==> config.mk <==
export PLATFORM = sky130hd
export DESIGN_NAME = pc_gen
export DESIGN_NICKNAME = d
export VERILOG_FILES = /design/src/rtl/pc_gen.sv
export SDC_FILE = /design/constraint.sdc
export NUM_CORES = 1
export LEC_CHECK = 0
export CAP_MARGIN = 20
export CELL_PAD_IN_SITES_DETAIL_PLACEMENT = 1
export CELL_PAD_IN_SITES_GLOBAL_PLACEMENT = 1
export CORE_MARGIN = 5
export CORE_UTILIZATION = 51
export CTS_CLUSTER_SIZE = 30
export DETAILED_ROUTE_END_ITERATION = 12
export GPL_ROUTABILITY_DRIVEN = 0
export GPL_TIMING_DRIVEN = 0
export PLACE_DENSITY = 0.95
export SLEW_MARGIN = 20
export SYNTH_ARGS = -nofsm -noshare
export SYNTH_HDL_FRONTEND = slang
export SYNTH_SLANG_ARGS = --single-unit
==> constraint.sdc <==
create_clock -name clk -period 5.6 [get_ports clk]
set_input_delay 1.68 -clock clk [delete_from_list [all_inputs] [get_ports clk]]
set_output_delay 1.68 -clock clk [all_outputs]
set_load 0.05 [all_outputs]
==> src/rtl/pc_gen.sv <==
// pc_gen: fetch-stage program counter with stall, exception redirect and a
// circular return-address stack that overwrites its oldest entry when full.
module pc_gen #(
  parameter int unsigned       WIDTH     = 32,
  parameter logic [WIDTH-1:0]  RESET_VEC = 32'h80000000,
  parameter logic [WIDTH-1:0]  EXC_VEC   = 32'h80000180,
  parameter int unsigned       INC       = 4,
  parameter int unsigned       RAS_DEPTH = 4
) (
  input  logic             clk,
  input  logic             reset,
  input  logic             stall,
  input  logic             exc,
  input  logic             ret,
  input  logic             jump,
  input  logic             link,
  input  logic             branch,
  input  logic [WIDTH-1:0] target,
  output logic [WIDTH-1:0] ia,
  output logic             ras_empty,
  output logic             ras_full,
  output logic             ras_ovf,
  output logic             align_err
);

  localparam int unsigned PtrW   = $clog2(RAS_DEPTH);
  localparam int unsigned CntW   = $clog2(RAS_DEPTH + 1);
  localparam int unsigned AlignW = $clog2(INC);
  // Low address bits that must be zero for an INC-aligned fetch address.
  localparam logic [WIDTH-1:0] AlignMask = WIDTH'((64'd1 << AlignW) - 64'd1);
  localparam logic [CntW-1:0]  CntMax    = CntW'(RAS_DEPTH);
  localparam logic [CntW-1:0]  CntOne    = CntW'(1);
  localparam logic [PtrW-1:0]  PtrOne    = PtrW'(1);

  logic [WIDTH-1:0] ia_q, ia_d;
  logic [PtrW-1:0]  top_q, top_d;
  logic [CntW-1:0]  cnt_q, cnt_d;
  logic             ovf_q, ovf_d;
  logic             align_err_q, align_err_d;

  logic [WIDTH-1:0] ras_q [RAS_DEPTH];
  logic             ras_we;
  logic [PtrW-1:0]  ras_waddr;
  logic [WIDTH-1:0] ras_wdata;

  logic [WIDTH-1:0] ia_inc;
  logic [WIDTH-1:0] tgt_aligned;
  logic             tgt_misaligned;
  logic             cnt_full;

  assign ia_inc         = ia_q + WIDTH'(INC);
  assign tgt_aligned    = target & ~AlignMask;
  assign tgt_misaligned = |(target & AlignMask);
  assign cnt_full       = (cnt_q == CntMax);

  // Next-state selection; requests are resolved in strict priority order.
  always_comb begin
    ia_d        = ia_q;
    top_d       = top_q;
    cnt_d       = cnt_q;
    ovf_d       = ovf_q;
    align_err_d = 1'b0;
    ras_we      = 1'b0;
    ras_waddr   = top_q + PtrOne;
    ras_wdata   = ia_inc;

    if (exc) begin
      ia_d  = EXC_VEC;
      cnt_d = '0;
    end else if (stall) begin
      // hold everything; align_err drops via its default
    end else if (ret) begin
      if (cnt_q != '0) begin
        ia_d  = ras_q[top_q];
        top_d = top_q - PtrOne;
        cnt_d = cnt_q - CntOne;
      end else begin
        ia_d        = tgt_aligned;
        align_err_d = tgt_misaligned;
      end
    end else if (jump) begin
      ia_d        = tgt_aligned;
      align_err_d = tgt_misaligned;
      if (link) begin
        // When full the new top lands on the oldest slot, overwriting it.
        ras_we = 1'b1;
        top_d  = top_q + PtrOne;
        if (cnt_full) begin
          ovf_d = 1'b1;
        end else begin
          cnt_d = cnt_q + CntOne;
        end
      end
    end else if (branch) begin
      ia_d        = tgt_aligned;
      align_err_d = tgt_misaligned;
    end else begin
      ia_d = ia_inc;
    end
  end

  // PC, RAS pointer/count and flag registers with synchronous reset.
  always_ff @(posedge clk) begin
    if (reset) begin
      ia_q        <= RESET_VEC;
      top_q       <= '0;
      cnt_q       <= '0;
      ovf_q       <= 1'b0;
      align_err_q <= 1'b0;
    end else begin
      ia_q        <= ia_d;
      top_q       <= top_d;
      cnt_q       <= cnt_d;
      ovf_q       <= ovf_d;
      align_err_q <= align_err_d;
    end
  end

  // RAS storage; contents are don't-care while count is zero, so no reset.
  always_ff @(posedge clk) begin
    if (ras_we && !reset) begin
      ras_q[ras_waddr] <= ras_wdata;
    end
  end

  assign ia        = ia_q;
  assign ras_empty = (cnt_q == '0);
  assign ras_full  = cnt_full;
  assign ras_ovf   = ovf_q;
  assign align_err = align_err_q;

endmodule
# Word level (Yosys, flattened, before mapping)
# Memories as Yosys holds them, arrays and structs flattened. A register that Yosys moved wholly into a read port is not among the register bits.
# Index checks and enable logic that the tools add are counted.
# Widths: inputs -> output; s select.
classes:
  mul: 0
  n_eq_ne: 4
  n_shift: 0
  bitwise_logic: 3
  n_div: 0
  reduce_logical: 12
  n_lt_le_gt_ge: 0
  addsub: 5
  muxes: 28
op_table:
  columns: ["cell", "count"]
  rows:
  - ["$mux 32", 4]
  - ["$add 32x3->32 const B", 1]
  - ["$mux 9", 2]
  - ["$mux 3", 5]
  - ["$mux 2", 6]
  - ["$mux 1", 11]
  - ["$reduce_and 5->1", 2]
  - ["$reduce_and 6->1", 1]
  - ["$ne 2x1->1 const B", 2]
  - ["$reduce_bool 2->1", 2]
  - ["$reduce_or 2->1", 2]
  - ["$add 3x1->3 const B", 1]
  - ["$eq 3x3->1 const B", 1]
  - ["$logic_not 3->1", 1]
  - ["$not 1->1", 3]
  - ["$reduce_bool 3->1", 1]
  - ["$reduce_or 3->1", 1]
  - ["$sub 3x1->3 const B", 1]
  - ["$add 2x1->2 const B", 1]
  - ["$ne 2x2->1 const B", 1]
  - ["$sub 2x1->2 const B", 1]
  - ["$logic_and 1x1->1", 1]
  - ["$logic_not 1->1", 1]
totals:
  input_bits: 40
  out_inout_bits: 36
  latch_bits: 0
  mem_bits_rw: 128
  memories: 1
  elab_cells: 59
  ff_bits: 39
  rom_bits: 0
memory_table:
  columns: ["name", "depth", "word_bits", "rd", "rd_clocked_by_memory_dff", "wr", "line_no", "source"]
  rows:
  - ["ras_q", 4, 32, 1, 1, 1, "41", "logic [WIDTH-1:0] ras_q [RAS_DEPTH];"]

# Logic depth before layout (Yosys ltp)
logic_depth:
  word_depth: 8
  depth_mapped: 8
  ltp_nobuf: 6

# Worst setup path before layout
# OpenSTA, ideal clock, no wires.
synth_path:
  kind: "input-to-reg"
  from: "input exc"
  to: "memory ras_q[0][0], enable pin"
  path_slack_ps: 2162
  path_buffers: 0
  required_time_ps: 5208
  arrival_ps: 3046
  setup_ps: 392
  cell_stages: 3
  cell_sequence: "nor2_1 and3_1 and2_1"
synth_between:
  elab_chain_len: 4
synth_lines:
  columns: ["item", "line_no", "source"]
  rows:
  - ["from (decl)", "13", "input logic exc,"]
  - ["$mux 1", "67", "if (exc) begin"]
  - ["$logic_and 1x1->1", "121", "if (ras_we && !reset) begin"]
  - ["$mux 1", "121", null]
  - ["$mux 1 (not written as such)", "122", "ras_q[ras_waddr] <= ras_wdata;"]
  - ["to (decl)", "41", null]
# No other way between the ends.

# Final worst setup path
layout_path:
  from: "input reset"
  to: "memory ras_q[2][12], enable pin"
layout_between:
  elab_chain_len: 4
layout_lines:
  columns: ["item", "line_no", "source"]
  rows:
  - ["from (decl)", "11", "input logic reset,"]
  - ["$logic_not 1->1", "121", null]
  - ["$logic_and 1x1->1", "121", null]
  - ["$mux 1", "121", null]
  - ["$mux 1 (not written as such)", "122", null]
# No other way between the ends.

==> results.md <==
* Warnings, synthesis at 0
* Worst Setup End Kind: flip-flop
* Crit path max fanout at 17
* Crit path time final at 4.04 ns
* Vias in the first global route at 6082
* Iteration-0 DRC Markers at 597
* Worst EP required at 5.74 ns
* CTS buffer count at 17
* Power Density at 312 mW/mm^2
* Drt first pass iters at 5
* Routed via count at 5663
* Main combinational cell family by area after synthesis: simple AND/OR/NAND/NOR gates
* Mean post-synth cell area at 14.1 sq um
* Async S/R FF share, synth at 0
* Fin nets at just under 700
* Yosys cell types at 68
* # Max-Cap Violations at 0
* R2r setup slk at 3.26 ns
* Clock tree buffer depth at 2
* Synth cell count leaders: edfxtp_1, nand2_1, dfxtp_1
* WP data arrival at 4.18 ns
* Fin Setup TNS at 0 ns
* # resized after CTS at 0
* Fin Hold WS at a little over 0.5 ns
* Drt via density at about 6.8
* Post-synth top area share at 0.502
* Relative slew slack at 0.332
* Row count at 44
* Chip height at 133 um
* Layout cells sized above 1 at 0.173
* Pins Over Slew Limit at 0
* H-tree levels at 4
* Crit path launch: reset
* Post-synthesis adder-cell area fraction at 0.0108
* Core Region at between 0.01 and 0.015 sq mm
* Post-synthesis sequential area ratio at 0.609
* Synth Area in Compound Gates at 0.0974
* RSZ-0062 raised after global routing: no
* Post-synth EDFFs at 128
* I/O Pins at 76
* Hold_buf cts at 0
* Net Sw Frac at 0.224
* CTS clk-pin slew, worst paths at about 0.060 ns
* Synth area leaders: edfxtp_1, dfxtp_1, mux4_2
* Fin crit share at 0.721
* Slew @ Worst Pin at between 0.9 and 1 ns
* Worst Setup Start Kind: input pin
* Synthesized flop and latch total at 169
* Area delta synth->final at 22.7%
* Switching power at 656 uW
* Outcome: finished clean
* Clock power frac at 0.451
* CTS Sinks at 169
* Final WL at around 25000 um
* Post-CTS Setup Bufs at 0
* Largest net degree at the start of global routing at 19
* Simple-Gate Fraction of Synth Area at 0.114
* CTS root buffer: clkbuf_16
* Worst skew pair latency at 0.44 ns
* Post-synth top area cell: edfxtp_1
* Diode count at 0
* Reg2Reg Depth at 4
* WHS Path Cells at 1
* Mux share of post-synthesis cell area at 0.0967
* Dpl ws at between 1 and 1.5 ns
* Grt total ovfl at 0
* Final setup violation count at 0
* Die Wd at 133 um
* Most frequent cell after synthesis: edfxtp_1
* Initial antenna violation count at 0
* Post-Syn Area at between 0.007 and 0.008 sq mm
* Total track usage at 0.282
* XOR/XNOR Fraction of Synth Area at 0.0407
* Leak pwr at roughly 3.2 nW
* Synth Net Count at 590
* Worst Hold Class: flip-flop to flip-flop
* Synth Flop Type: edfxtp_1
* RR Endpoint: ia[12]
* IO Port Bufs at 73
* Cells after Synth at approximately 540
* Register share of total power at 0.471
* Post-DP HPWL at 16000 um
* First-pass GRT wire length at 36900 um
* Max rail drop VDD at 180 uV
* Filler cells at 1394
* DR WL/cell at slightly below 30 um
* Internal at 2.28 mW
* Initial Utilization at 0.523
* Clock skew at 0.00847 ns
* Comb pwr share at 0.078
* Final hold violation count at 0
* Routed Antenna Nets at 0
* Achievable Freq at 248 MHz
* Die area at 0.0176 sq mm
* DRC Markers at 0
* WS Path Type: input pin to flip-flop
* End point of the critical path: ras_q[2][12]
* Clock tree from TritonCTS: done
* Setup ws final at roughly 1.6 ns
-- power by group through the flow --
stage	clock, mW	sequential, mW	combinational [mW]
after floorplan	0	1.43	0.0956
after global placement	0	1.40	0.210
after detailed placement	0	1.41	0.221
after CTS	1.32	1.38	0.227
after global routing	1.39	1.38	0.239
final	1.32	1.38	0.229
-- area by class of cell --
type	instances	area, sq um	share of cell area
clock inverters	13	225	0.0240
inverters	16	60.1	0.00640
multi-input cells	325	2760	0.293
well taps	184	230	0.0245
repair buffers	77	841	0.0895
flip-flops and latches	169	4660	0.497
plain buffers	34	181	0.0193
clock buffers	19	433	0.0461
-- kinds of logic after synthesis --
group                      Yosys count
and+or+nand+nor                    143
DFF                                169
xor gates and xnor gates            33
AOI/OAI and AO/OA                  109
adders and majority gates            6
muxes                               34
buffers and inverters               50
-- stage by stage --
step	cells	util	area, sq um	power (mW)
after detailed placement	805	0.596	8730	1.63
final	837	0.641	9390	2.93
after CTS	837	0.641	9390	2.93
after floorplan	544	-	7660	1.53
after global routing	837	0.641	9390	3.01
after global placement	801	0.588	8620	1.61
-- sequential cells by signal, indices dropped and copies added (netlist names), named ones only --
signal	flops
align_err	1
ras_ovf	1
cnt_q	3
ia	32
top_q	2
ras_q	128
-- placed cells by master (no fill, tap or decap), types with 17 or more instances in the layout --
cell type,n
o21ai_0,17
clkbuf_1,17
nand3_1,23
mux4_2,32
nand2_1,43
dfxtp_1,41
a21oi_1,31
nor2_1,17
edfxtp_1,128
clkbuf_16,17
clkdlybuf4s50_1,73
xnor2_1,20
-- worst max-delay path, stage by stage --
cell,delay [ns]
clkdlybuf4s50_1,0.58
nor2_1,0.69
and3_1,0.36
and2_2,0.61
buf_16,0.24
-- worst min-delay path by stage --
| stage | from | to | slack [ns] |
|---|---|---|---|
| CTS | ras_ovf | ras_ovf | 0.51 |
| global placement | ras_ovf | ras_ovf | 0.46 |
| detailed placement | ras_ovf | ras_ovf | 0.49 |
| global route | ras_ovf | ras_ovf | 0.55 |
| floorplan | ia[0] | ras_q[0][0] | 0.48 |
| finish | ras_ovf | ras_ovf | 0.50 |
-- metal layers --
layer,routed length (um),part of all wire,vias up,global-route usage
met1,8980,0.37,2881,0.334
met4,883,0.036,0,0.113
met3,2050,0.084,83,0.0687
met2,12700,0.52,377,0.495
met5,0,0,-,0
li1,-,-,2322,-
No activity file was read; power rests on OpenSTA's default activity.
